## src/rtl/m_pipe_subtractor.sv

```systemverilog
// -----------------------------------------------------------------------------
// m_pipe_subtractor
// Pipelined ripple-borrow subtractor: oDiff = iA - iB - iBorrowIn (mod 2^WIDTH).
// The WIDTH-bit operation is cut into CHUNK-bit slices. Slice stage k subtracts
// bits [k*CHUNK +: CHUNK] using the borrow produced by stage k-1. A final
// output register applies optional saturation and holds the result and flags.
// Latency is STAGES = WIDTH/CHUNK cycles from accept to oValid, 1 beat/cycle.
//
// Parameters:
//   WIDTH  operand/result width (must be a multiple of CHUNK, >= CHUNK)
//   CHUNK  bits subtracted per pipeline stage
//
// Configuration macro:
//   SUB_SAT_EN  adds iSatMode[1:0] (00 wrap, 01 unsigned sat, 10 signed sat,
//               11 wrap). oBorrow/oOverflow report the pre-saturation result,
//               oZero/oNeg describe the saturated oDiff.
//
// Ports:
//   iClk, iRst          clock, synchronous active-high reset
//   iValid/oReady       operand beat handshake (input side)
//   iA, iB, iBorrowIn   minuend, subtrahend, borrow-in to bit 0
//   oValid/iReady       result beat handshake (output side)
//   oDiff               difference
//   oBorrow             final borrow-out (unsigned A < B + borrow-in)
//   oZero, oNeg         oDiff == 0, oDiff[WIDTH-1]
//   oOverflow           signed overflow of the subtraction
//
// Handshake: a beat transfers on a rising edge where valid && ready are both 1.
// The whole pipe moves together: advance = !oValid || iReady, and oReady is
// exactly advance (combinational). When advance is 0 every register holds.
// -----------------------------------------------------------------------------
module m_pipe_subtractor #(
    parameter int WIDTH = 16,
    parameter int CHUNK = 4
) (
    input  logic             iClk,
    input  logic             iRst,
    input  logic             iValid,
    output logic             oReady,
    input  logic [WIDTH-1:0] iA,
    input  logic [WIDTH-1:0] iB,
    input  logic             iBorrowIn,
`ifdef SUB_SAT_EN
    input  logic [1:0]       iSatMode,
`endif
    output logic             oValid,
    input  logic             iReady,
    output logic [WIDTH-1:0] oDiff,
    output logic             oBorrow,
    output logic             oZero,
    output logic             oNeg,
    output logic             oOverflow
);

    localparam int STAGES = WIDTH / CHUNK;
    localparam logic [WIDTH-1:0] MIN_NEG = {1'b1, {(WIDTH-1){1'b0}}};
    localparam logic [WIDTH-1:0] MAX_POS = {1'b0, {(WIDTH-1){1'b1}}};

    // Slice stage registers. r_d carries the diff slices completed so far;
    // r_a/r_b carry the operands so later stages can consume upper slices.
    logic             r_vld [STAGES];
    logic [WIDTH-1:0] r_a   [STAGES];
    logic [WIDTH-1:0] r_b   [STAGES];
    logic [WIDTH-1:0] r_d   [STAGES];
    logic             r_brw [STAGES];

    // Output register
    logic             r_vld_o;
    logic [WIDTH-1:0] r_diff_o;
    logic             r_brw_o;
    logic             r_zero_o;
    logic             r_neg_o;
    logic             r_ovf_o;

    // Per-stage sources (stage 0 reads the ports, stage k reads stage k-1)
    logic             w_src_vld [STAGES];
    logic [WIDTH-1:0] w_src_a   [STAGES];
    logic [WIDTH-1:0] w_src_b   [STAGES];
    logic [WIDTH-1:0] w_src_d   [STAGES];
    logic             w_src_bin [STAGES];
    logic [WIDTH-1:0] w_nxt_d   [STAGES];
    logic             w_nxt_brw [STAGES];

`ifdef SUB_SAT_EN
    logic [1:0]       r_sat     [STAGES];
    logic [1:0]       w_src_sat [STAGES];
`endif

    logic             w_advance;
    logic             w_fin_ovf;
    logic [WIDTH-1:0] w_fin_diff;

    assign w_advance = !r_vld_o || iReady;
    assign oReady    = w_advance;

    always_comb begin
        w_src_vld[0] = iValid;
        w_src_a[0]   = iA;
        w_src_b[0]   = iB;
        w_src_d[0]   = '0;
        w_src_bin[0] = iBorrowIn;
`ifdef SUB_SAT_EN
        w_src_sat[0] = iSatMode;
`endif
        for (int k = 1; k < STAGES; k++) begin
            w_src_vld[k] = r_vld[k-1];
            w_src_a[k]   = r_a[k-1];
            w_src_b[k]   = r_b[k-1];
            w_src_d[k]   = r_d[k-1];
            w_src_bin[k] = r_brw[k-1];
`ifdef SUB_SAT_EN
            w_src_sat[k] = r_sat[k-1];
`endif
        end
    end

    // One CHUNK-bit subtract per stage; the extra MSB of the (CHUNK+1)-bit
    // result is the borrow-out, since the true result lies in [-2^CHUNK, 2^CHUNK).
    always_comb begin
        for (int k = 0; k < STAGES; k++) begin
            w_nxt_d[k] = w_src_d[k];
            {w_nxt_brw[k], w_nxt_d[k][k*CHUNK +: CHUNK]} =
                {1'b0, w_src_a[k][k*CHUNK +: CHUNK]}
              - {1'b0, w_src_b[k][k*CHUNK +: CHUNK]}
              - {{CHUNK{1'b0}}, w_src_bin[k]};
        end
    end

    always_ff @(posedge iClk) begin
        if (iRst) begin
            for (int k = 0; k < STAGES; k++) begin
                r_vld[k] <= 1'b0;
                r_a[k]   <= '0;
                r_b[k]   <= '0;
                r_d[k]   <= '0;
                r_brw[k] <= 1'b0;
`ifdef SUB_SAT_EN
                r_sat[k] <= 2'b00;
`endif
            end
        end else if (w_advance) begin
            for (int k = 0; k < STAGES; k++) begin
                r_vld[k] <= w_src_vld[k];
                // Payload only moves with a real beat; bubbles leave it alone.
                if (w_src_vld[k]) begin
                    r_a[k]   <= w_src_a[k];
                    r_b[k]   <= w_src_b[k];
                    r_d[k]   <= w_nxt_d[k];
                    r_brw[k] <= w_nxt_brw[k];
`ifdef SUB_SAT_EN
                    r_sat[k] <= w_src_sat[k];
`endif
                end
            end
        end
    end

    // Signed overflow: operands of different sign and result sign differs from A.
    assign w_fin_ovf = (r_a[STAGES-1][WIDTH-1] != r_b[STAGES-1][WIDTH-1]) &&
                       (r_d[STAGES-1][WIDTH-1] != r_a[STAGES-1][WIDTH-1]);

    always_comb begin
        w_fin_diff = r_d[STAGES-1];
`ifdef SUB_SAT_EN
        case (r_sat[STAGES-1])
            2'b01: if (r_brw[STAGES-1]) w_fin_diff = '0;
            2'b10: if (w_fin_ovf) w_fin_diff = r_a[STAGES-1][WIDTH-1] ? MIN_NEG : MAX_POS;
            default: w_fin_diff = r_d[STAGES-1];
        endcase
`endif
    end

    // Output register: result and flags only change on advance with a real
    // beat, so they hold during back-pressure and while oValid is low.
    always_ff @(posedge iClk) begin
        if (iRst) begin
            r_vld_o  <= 1'b0;
            r_diff_o <= '0;
            r_brw_o  <= 1'b0;
            r_zero_o <= 1'b0;
            r_neg_o  <= 1'b0;
            r_ovf_o  <= 1'b0;
        end else if (w_advance) begin
            r_vld_o <= r_vld[STAGES-1];
            if (r_vld[STAGES-1]) begin
                r_diff_o <= w_fin_diff;
                r_brw_o  <= r_brw[STAGES-1];
                r_zero_o <= (w_fin_diff == '0);
                r_neg_o  <= w_fin_diff[WIDTH-1];
                r_ovf_o  <= w_fin_ovf;
            end
        end
    end

    assign oValid    = r_vld_o;
    assign oDiff     = r_diff_o;
    assign oBorrow   = r_brw_o;
    assign oZero     = r_zero_o;
    assign oNeg      = r_neg_o;
    assign oOverflow = r_ovf_o;

endmodule

```

## config.mk

```make
export PLATFORM = sky130hd
export DESIGN_NAME = m_pipe_subtractor
export DESIGN_NICKNAME = d
export VERILOG_FILES = /design/src/rtl/m_pipe_subtractor.sv
export SDC_FILE = /design/constraint.sdc
export NUM_CORES = 1
export LEC_CHECK = 0
export CORE_UTILIZATION = 51
export CTS_CLUSTER_SIZE = 28
export DETAILED_ROUTE_END_ITERATION = 6
export HOLD_SLACK_MARGIN = 0.03
export PLACE_DENSITY = 0.77
export SETUP_SLACK_MARGIN = 0.05
export SYNTH_ARGS = -nofsm -noshare
export SYNTH_HDL_FRONTEND = slang
export SYNTH_SLANG_ARGS = --single-unit
```

## constraint.sdc

```tcl
create_clock -name iClk -period 2.3 [get_ports iClk]
set_input_delay 0.69 -clock iClk [delete_from_list [all_inputs] [get_ports iClk]]
set_output_delay 0.69 -clock iClk [all_outputs]
set_load 0.02 [all_outputs]
```

== After elaboration in Yosys (flattened, before gate mapping) ==
Memory sizes are Yosys's and may differ from the RTL's. A register that Yosys moved wholly into a read port is not among the register bits.
Cells that the tools add are included.

* Input port bits: 37
* Memories kept: 5
* Bits in writable memories: 200
* Logic and storage cells: 86
* Output and inout port bits: 22
* Flip-flop bits (word level): 20

* $add $sub $neg: 8
* Muxes and demuxes: 41
* Eq/ne operators: 2
* Reduce and logical (&&, ||, !) cells: 5
* Bitwise operators: 20

{| class="wikitable"
|+ Memory list
! name !! depth !! width !! read ports !! clocked after Yosys merged registers in !! wr ports !! line !! text
|-
| r_a || 4 || 16 || 4 || 0 || 4 || 62 || <nowiki>logic [WIDTH-1:0] r_a [STAGES];</nowiki>
|-
| r_b || 4 || 16 || 4 || 0 || 4 || 63 || <nowiki>logic [WIDTH-1:0] r_b [STAGES];</nowiki>
|-
| r_d || 4 || 16 || 4 || 0 || 4 || 64 || <nowiki>logic [WIDTH-1:0] r_d [STAGES];</nowiki>
|-
| r_brw || 4 || 1 || 4 || 1 || 4 || 65 || <nowiki>logic r_brw [STAGES];</nowiki>
|-
| r_vld || 4 || 1 || 4 || 0 || 4 || 61 || <nowiki>logic r_vld [STAGES];</nowiki>
|}

{| class="wikitable"
|+ Operator list
! operator !! number
|-
| 16-bit two-way mux || 12
|-
| 1-bit two-way mux || 29
|-
| 1-bit bitwise OR || 20
|-
| 4-bit by 4-bit subtractor with 5-bit output || 4
|-
| 5-bit by 1-bit subtractor with 5-bit output || 4
|-
| 16-bit zero test || 1
|-
| 1-bit inequality test || 2
|-
| 2-bit AND reduction || 1
|-
| 1-bit logical AND || 1
|-
| 1-bit zero test || 1
|-
| 1-bit logical OR || 1
|}

== Longest topological paths before layout ==
Gate-level depths: netlist of run 1.

* Depth in word-level cells: 6
* Mapped depth: 10
* Depth with buffers taken out: 10

== Least setup slack after synthesis of run 1 ==
OpenSTA, ideal clock, no wires.

* Kind: input to register
* Start: input iB[0]
* End: memory r_brw[0], data pin
* Library setup time: 0.254 ns
* Required time: 2.046 ns
* Data arrival time: 2.066 ns
* Buffers on the path: 0
* Cell stages on the path: 7
* Setup slack: -0.020 ns
* Cells stage by stage: inv_1 fa_1 fa_1 nand2b_1 a21oi_1 xnor2_1 nor2_1

{| class="wikitable"
|+ RTL lines
! what !! line !! text
|-
| start, declared || 41 || <nowiki>input logic [WIDTH-1:0] iB,</nowiki>
|-
| end, declared || 65 ||
|}

==> results of run 1 <==
[through the flow]
stage | instances | setup TNS (ns) | setup WS [ns]
finish | 634 | 0 | 0.105
global route | 634 | -0.0148 | -0.0148
CTS | 633 | 0 | 0.0528
detailed placement | 601 | -1.78 | -0.506
global placement | 601 | -1.48 | -0.430
floorplan | 420 | 0 | 0.0619
[metal layers]
layer  vias up  GRT usage
met5         -          0
met3        15     0.0432
met1      1458      0.164
met2        83      0.294
li1       1603          -
met4         0     0.0776
[power by group through the flow]
stage	Combinational [mW]	Clock [mW]	Sequential, mW
2_1_floorplan	0.339	0	2.53
3_3_place_gp	0.481	0	2.54
3_5_place_dp	0.508	0	2.55
4_1_cts	0.522	2.50	2.51
5_1_grt	0.595	2.60	2.52
6_report	0.532	2.47	2.51
[cell usage in the layout (no fill, tap or decap), types with 2 or more instances in the layout]
cell type	netlist	final
a21o_2	4	4
a21oi_1	22	20
a21oi_2	4	6
and3_1	70	70
and3_2	5	5
buf_12	0	4
buf_4	1	10
clkbuf_16	0	17
clkbuf_8	0	2
clkdlybuf4s50_1	0	57
clkinv_2	0	3
clkinv_4	0	6
dfxtp_1	20	20
edfxtp_1	98	98
fa_1	8	5
fa_2	0	3
ha_1	24	22
ha_2	0	2
inv_1	40	39
inv_6	0	2
nand2_1	38	37
nand2_2	1	2
nand2_4	4	4
nand2b_1	4	3
nand2b_4	1	2
nand3b_1	5	5
nor2_1	20	19
nor3_1	2	2
nor4_1	3	3
o21ai_0	4	3
o21ai_1	1	2
or2_2	3	3
xnor2_1	12	12
[how the worst min path moves through the flow]
stage	start	cells after the start	to	slack (ns)
global placement	oDiff[14]	2	oDiff[14]	0.44
CTS	oDiff[13]	2	oDiff[13]	0.46
finish	oDiff[2]	2	oDiff[2]	0.45
detailed placement	oDiff[13]	2	oDiff[13]	0.45
global route	oDiff[10]	2	oDiff[10]	0.48
floorplan	r_brw[3]	2	oBorrow	0.47
[sequential cells by signal (all words and copies together), names as in the netlist, 4 cells and up]
name,count
oDiff,16
r_brw,4
r_vld,4
r_b,25
r_d,40
r_a,25
[final cells by class]
| type | instances | area [sq um] | share of cell area |
|---|---|---|---|
| Clock buffer | 19 | 453 | 0.0679 |
| Clock inverter | 13 | 121 | 0.0182 |
| Inverter | 40 | 150 | 0.0225 |
| Multi-Input combinational cell | 239 | 1710 | 0.256 |
| Sequential cell | 118 | 3340 | 0.501 |
| Tap cell | 133 | 166 | 0.0249 |
| Timing Repair Buffer | 72 | 731 | 0.110 |
[cell families after synthesis]
family                   after synthesis  synth area share
AO/OA/AOI/OAI                         36            0.0400
buffers and inverters                 63            0.0562
adder cells (fa/ha/maj)               32            0.0866
AND/OR/NAND/NOR                      159             0.169
XOR/XNOR                              12            0.0198
flip-flops                           118             0.629
[cell usage after synthesis (5+ instances only)]
cell type / instances / area share
a21oi_1: 22 / 0.021
and3_1: 70 / 0.082
and3_2: 5 / 0.0071
buf_6: 5 / 0.011
clkbuf_1: 8 / 0.0056
clkbuf_2: 7 / 0.0066
dfxtp_1: 20 / 0.075
edfxtp_1: 98 / 0.55
fa_1: 8 / 0.030
ha_1: 24 / 0.056
inv_1: 40 / 0.028
nand2_1: 38 / 0.027
nand3b_1: 5 / 0.0071
nor2_1: 20 / 0.014
xnor2_1: 12 / 0.020
[critical path, stage by stage (launching register included)]
cell      delay, ns
edfxtp_1       0.34
inv_2          0.04
fa_1           0.58
ha_2           0.21
nor2_2         0.05
fa_2           0.36
nand2_2        0.10
a21oi_2        0.06
xnor2_1        0.16
nor2_1         0.05
[what timing repair did]
action | CTS | global route
hold buffers | 0 | 0
pin swaps | 0 | 7
gates resized for setup | 4 | 10
buffers inserted | 0 | 1
setup endpoints to repair | 2 | 4
==> results_dict.tcl, run 1 <==
set metrics [dict create \
    status "complete, no violations" \
    combPwrFrac 0.097 \
    intPower_mw 4.25 \
    antenna_cells 0 \
    setup_viol 0 \
    dp_hpwl_um 5550 \
    coreArea_sq_um 9950 \
    reg2reg_slack_ns 0.11 \
    cts-root-buf "clkbuf_8" \
    dieArea_sq_um 10800 \
    io_buffers 58 \
    vias_per_cell 4.98 \
    wire_per_inst_um 12.7 \
    synthArstFlopShare 0 \
    rsz0062_at_grt "true" \
    critPathRequiredTime_ns 2.56 \
    cp-start-kind "flip-flop" \
    hp-class "reg -> reg" \
    grt-ovfl-total 0 \
    netlist_area_sq_um 5320 \
    grt_usage 0.158 \
    clock_tree.buffer_depth 2 \
    r2r.worst_path.cells 9 \
    power_switching_mw 1.26 \
    grt_max_degree 37 \
    wl_met1_um 3270 \
    fin_util 0.670 \
    timing.hold.ws_ns 0.451 \
    fin_crit_ns 2.19 \
    ios 59 \
    worstReg2RegStart "r_brw[2]" \
    htree_num_levels 4 \
    place_congestion 0.799 \
    antenna_left 0 \
    cellPowerDensity_nw_per_um2 826 \
    firstDrtPassIters 4 \
    synth-edff-count 98 \
    timing.final.crit_share 0.954 \
    clock_latency_ns 0.50 \
    worstReg2RegEnd "r_brw[3]" \
    num_rows 36 \
    yosysWarnings 0 \
    power_mw 5.51 \
    area_delta_synth_final_pct 25.5 \
    fmax_mhz 456 \
    clockPowerShare 0.448 \
    antenna_found_initial 0 \
    maxSlewHeadroom 0.643 \
    synth-seq-cells 118 \
    dieWidth_um 104 \
    dr_wl_met3_um 310 \
    initial_utilization 0.534 \
    drtIter0Drc 114 \
    nNetsFinal 557 \
    drc 0 \
    final_layout_size_suffix_gt1_frac 0.164 \
    maxUsedRoutingLayer "met4" \
    path_class "reg -> reg" \
    slew_violations 0 \
    ir_drop_v 0.000500 \
    synth_cell_type_count 33 \
    syn_avg_cell_area_sq_um 12.7 \
    path_max_fanout 2 \
    leakage_nw 2.89 \
    via_count 3159 \
    hold_viol 0 \
    worst-slew-pin-transition_ns 0.536 \
    seq_power_share 0.455 \
    netSwitchingFraction 0.228 \
    cp-endpoint "r_brw[3]" \
    fillerInstances 708 \
    cp.arrival_ns 2.46 \
    crit_path_end_kind "flip-flop" \
    placed_area_sq_um 6060 \
    yosysSeqAreaShare 0.629 \
    clock-sinks 118 \
    crit_start "r_brw[2]" \
    clkTransAtPathRegs_ns 0.06 \
    final_cell_area_sq_um 6670 \
    dr_wl_met2_um 4280 \
    grt_pass1_wl_um 13400 \
    syn_nets 489 \
    grt_pass1_vias 3106 \
    wirelength_um 8050 \
    die_h_um 104 \
    cap_violations 0 \
    yosys_most_used_dff "edfxtp_1" \
    cts_tree "done" \
    cts_made_buffers 17 \
    synthCells 420 \
    finalClockSkew_ns 0.00534 \
]
No activity file was read; power rests on OpenSTA's default activity.
==> run 2, diff against run 1 <==
--- a/config.mk
+++ b/config.mk
@@ -5,11 +5,14 @@
 export SDC_FILE = /design/constraint.sdc
 export NUM_CORES = 1
 export LEC_CHECK = 0
-export CORE_UTILIZATION = 51
+export CELL_PAD_IN_SITES_DETAIL_PLACEMENT = 1
+export CELL_PAD_IN_SITES_GLOBAL_PLACEMENT = 1
+export CORE_UTILIZATION = 41
+export CTS_CLUSTER_DIAMETER = 150
 export CTS_CLUSTER_SIZE = 28
 export DETAILED_ROUTE_END_ITERATION = 6
 export HOLD_SLACK_MARGIN = 0.03
-export PLACE_DENSITY = 0.77
+export PLACE_DENSITY = 0.76
 export SETUP_SLACK_MARGIN = 0.05
 export SYNTH_ARGS = -nofsm -noshare
 export SYNTH_HDL_FRONTEND = slang
==> run 2 against run 1 <==
Global-route usage rose by 0.73 points. Register-to-register slack about the same. Largest power group is now the clock network. Wire length rose by 26%. Core utilization fell by 13 points. First-iteration DRC count is the same.
==> results_dict.tcl, run 2 (synthesis gave the netlist of run 1 again) <==
set metrics [dict create \
    multi_input_area_sq_um 1750 \
    fillerInstances 1312 \
    pre_cts_slack_ns -0.468 \
    power_switching_mw 1.23 \
    area_delta_synth_final_pct 28.3 \
    place_congestion 0.776 \
    power_mw 5.85 \
    largestRegisters "r_d (40), r_a (25), r_b (25)" \
    fmax_mhz 459 \
    drtIter0Drc 114 \
    leakage_nw 2.93 \
    final_common_cell "edfxtp_1" \
    seqCellArea_sq_um 3340 \
    clkTransAtPathRegs_ns 0.05 \
    fin_util 0.541 \
    cts_tree "done" \
    htree_num_levels 4 \
    maxSlewHeadroom 0.621 \
    firstDrtPassIters 5 \
    cp.arrival_ns 2.35 \
    cp-start-kind "flip-flop" \
    reg2reg_slack_ns 0.12 \
    crit_path_end_kind "flip-flop" \
    slew_violations 0 \
    initial_utilization 0.421 \
    finalClockSkew_ns 0.00557 \
    r2r.worst_path.cells 8 \
    dp_hpwl_um 6970 \
    top_register "r_d" \
    clock_latency_ns 0.41 \
    fin_crit_ns 2.18 \
    hp-class "reg -> reg" \
    grt_max_degree 36 \
    seq_power_share 0.430 \
    ir_drop_v 0.000425 \
    final_layout_size_suffix_gt1_frac 0.158 \
    clock_tree.buffer_depth 2 \
    worst-slew-pin-transition_ns 0.569 \
    grt_pass1_vias 3476 \
    cellPowerDensity_nw_per_um2 857 \
    antenna_left 0 \
    placed_area_sq_um 6130 \
    timing.hold.ws_ns 0.455 \
    num_rows 41 \
    largest_register_ffs 40 \
    finalWorstSetupSlack_ns 0.120 \
    nNetsFinal 557 \
    io_buffers 58 \
    via_count 3266 \
    coreArea_sq_um 12600 \
    critPathRequiredTime_ns 2.47 \
    grt_usage 0.166 \
    ios 59 \
    grt_pass1_wl_um 16300 \
    vias_per_cell 4.85 \
    timing.final.crit_share 0.948 \
    antenna_found_initial 0 \
    setup_viol 0 \
    netSwitchingFraction 0.211 \
    antenna_cells 0 \
    status "complete, no violations" \
    path_class "reg -> reg" \
    final_cell_area_sq_um 6820 \
    path_max_fanout 2 \
    drc 0 \
    cts-root-buf "clkbuf_16" \
    final_cell_mix "edfxtp_1, and3_1, clkdlybuf4s50_1, inv_1, nand2_1" \
    clockPowerShare 0.473 \
    die_h_um 116 \
    dieArea_sq_um 13400 \
    hold_viol 0 \
    wire_per_inst_um 15.1 \
    cap_violations 0 \
    clock-sinks 118 \
    whs_path_depth 2 \
    grt-ovfl-total 0 \
    cts_made_buffers 17 \
    combPwrFrac 0.097 \
    wirelength_um 10100 \
    rsz0062_at_grt "false" \
    dieWidth_um 116 \
    intPower_mw 4.62 \
]
run 2: changes by cell type in the layout (fill, tap and decap cells not counted), moves of 3 or more:
cell / change
dlymetal6s2s_1: +3
bufinv_16: +4
clkdlybuf4s50_1: -3
clkinv_1: +8
clkinv_4: -6
run 2: what timing repair did:
item,in CTS,in global routing
cloned,0,0
endpoints found under the setup margin,3,4
gates resized for setup,6,20
hold buffers,0,0
pin swaps,0,11
buffers inserted,0,1
run 2: power groups by stage:
stage	clock, mW	sequential [mW]	combinational, mW
detailed placement	0	2.55	0.527
finish	2.77	2.52	0.568
CTS	2.81	2.52	0.545
global route	2.89	2.53	0.636
floorplan	0	2.53	0.339
global placement	0	2.55	0.490
run 2: per-layer routing:
metal	vias up	global-route usage	wire (um)
met5	-	0	0
met4	0	0.0735	198
met3	19	0.0570	411
met2	75	0.314	5500
met1	1575	0.161	4020
li1	1597	-	-
run 2: path summary, 6_finish.rpt:
| path | from | end |
|---|---|---|
| max | r_a[2][12] | r_brw[3] |
| min | oDiff[13] | oDiff[13] |
| max reg2reg | r_a[2][12] | r_brw[3] |
| min reg2reg | oDiff[13] | oDiff[13] |
run 2: critical path, stage by stage (launching register included):
cell,delay [ns]
edfxtp_1,0.40
fa_2,0.60
ha_4,0.16
nor2_4,0.04
fa_2,0.36
nand2_2,0.09
a21oi_2,0.06
xnor2_1,0.17
nor2_1,0.06
run 2: through the flow:
step           TNS [ns]  std cells
2_1_floorplan         0        420
3_3_place_gp      -1.49        640
3_5_place_dp      -1.73        640
4_1_cts               0        672
5_1_grt               0        673
6_report              0        673
run 2: area by class of cell:
class	instances	share of cell area
Sequential cell	118	0.490
Multi-Input combinational cell	239	0.256
Timing Repair Buffer	72	0.110
Clock buffer	17	0.0624
Tap cell	172	0.0315
Clock inverter	15	0.0279
Inverter	40	0.0220
==> edit: new RTL, flow settings as in run 1 <==
The parameter `CHUNK` goes from 4 to 8.
--- a/src/rtl/m_pipe_subtractor.sv
+++ b/src/rtl/m_pipe_subtractor.sv
@@ -31,7 +31,7 @@
 // -----------------------------------------------------------------------------
 module m_pipe_subtractor #(
     parameter int WIDTH = 16,
-    parameter int CHUNK = 4
+    parameter int CHUNK = 8
 ) (
     input  logic             iClk,
     input  logic             iRst,
Function: changed (a bounded check fails within 4 cycles, from zero or initial values and one cycle with iRst high).
==> edit against run 1 <==
  * Non-clock buffer count grew 10
  * Worst hold slack gained 0.0096 ns
  * Area after synthesis shrank 36%
  * Sequential share of layout area shrank 12 points
  * Wire length shrank 21%
  * Power shrank 39%
  * Largest power group unchanged
  * Highest routed layer unchanged
  * Sequential cell count shrank 52
  * The flow now finishes with violations (design-rule violations)
  * Critical path depth is the same
  * Final area shrank 30%
  * Worst setup slack lost 0.074 ns
  * Die area shrank 35%
  * Combinational power grew 58%
==> edit: results (changes against run 1) <==
Fin util -> 0.729 (+0.0590)
Cells after Synth -> 336 (-20%)
Place WS -> -0.596 ns (-0.0902 ns)
Initial drt markers -> 125 (+9.6%)
Failing checks -> design-rule violations
Residual DRC count -> 6 (+6)
Avg WL per Cell -> 12.7 µm (-0.17%)
Global Route Usage Sum -> 0.196 (+0.0378)
Synth top cells by count -> 46 x edfxtp_1, 46 x inv_1, 43 x nand2_1
Placed Instances -> 477 (-21%)
Vias in the first global route -> 2430 (-22%)
Worst Tran Pin Value -> 0.416 ns (-0.120 ns)
Non-filler cells, final -> 501 (-21%)
Sequential share of the synthesized area -> 0.520 (-0.109)
Drt first pass iters -> 6 (+2)
CTS buffer count -> 9 (-8)
FF-to-FF End -> r_d[0][30]
Sw Share -> 0.266 (+0.0375)
Post-Syn Nets -> 405 (-17%)
Fillcell total -> 460 (-35%)
Hold worst-path end -> oDiff[10]
Min-delay src -> oDiff[10]
Status -> complete, but fails checks
Share of post-route cells with drive strength above 1 -> 0.212 (+0.0486)
Comb pwr share -> 0.249 (+0.152)
[edit: cell families (layout without fill, tap and decap cells)]
kind of cell,Yosys count,in the layout,share of synthesized area
AND/OR/NAND/NOR,124,124,0.178
flip-flops,66,66,0.520
buffers and inverters,56,144,0.0639
AO/OA/AOI/OAI,47,47,0.0843
adder cells (fa/ha/maj),32,32,0.126
XOR/XNOR,11,11,0.0281
[edit: layout make-up]
| cell class | count | area share |
|---|---|---|
| Clock buffer | 13 | 0.0409 |
| Clock inverter | 3 | 0.00882 |
| Inverter | 46 | 0.0369 |
| Multi-Input combinational cell | 214 | 0.348 |
| Sequential cell | 66 | 0.380 |
| Tap cell | 77 | 0.0206 |
| Timing Repair Buffer | 82 | 0.165 |
[edit: worst max-delay path by stage]
stage	cells after the start	end	slack, ns	start
floorplan	9	r_d[0][6]	-0.03	iA[3]
global placement	10	r_d[0][6]	-0.55	iB[0]
detailed placement	10	r_d[0][5]	-0.60	iB[0]
CTS	3	oReady	0.03	iReady
global route	8	r_brw[0]	-0.04	iB[7]
finish	9	r_d[0][6]	0.03	iA[0]
[edit: metal layers]
layer	routed length, µm	GRT usage
met1	2930	0.245
met3	208	0.0336
met4	104	0.0925
met5	0	0
met2	3110	0.332
[edit: worst reg2reg max path: stages (launching register included)]
cell	delay, ns
edfxtp_1	0.41
fa_2	0.41
inv_2	0.08
fa_2	0.22
a21boi_2	0.07
or4_1	0.40
o311a_1	0.13
xnor2_1	0.17
nor2_1	0.05
[edit: repair_timing]
item,CTS,global route
endpoints found under the setup margin,6,8
buffers inserted,7,1
gates resized for setup,55,11
pin swaps,21,9
endpoints found under the hold margin,0,0
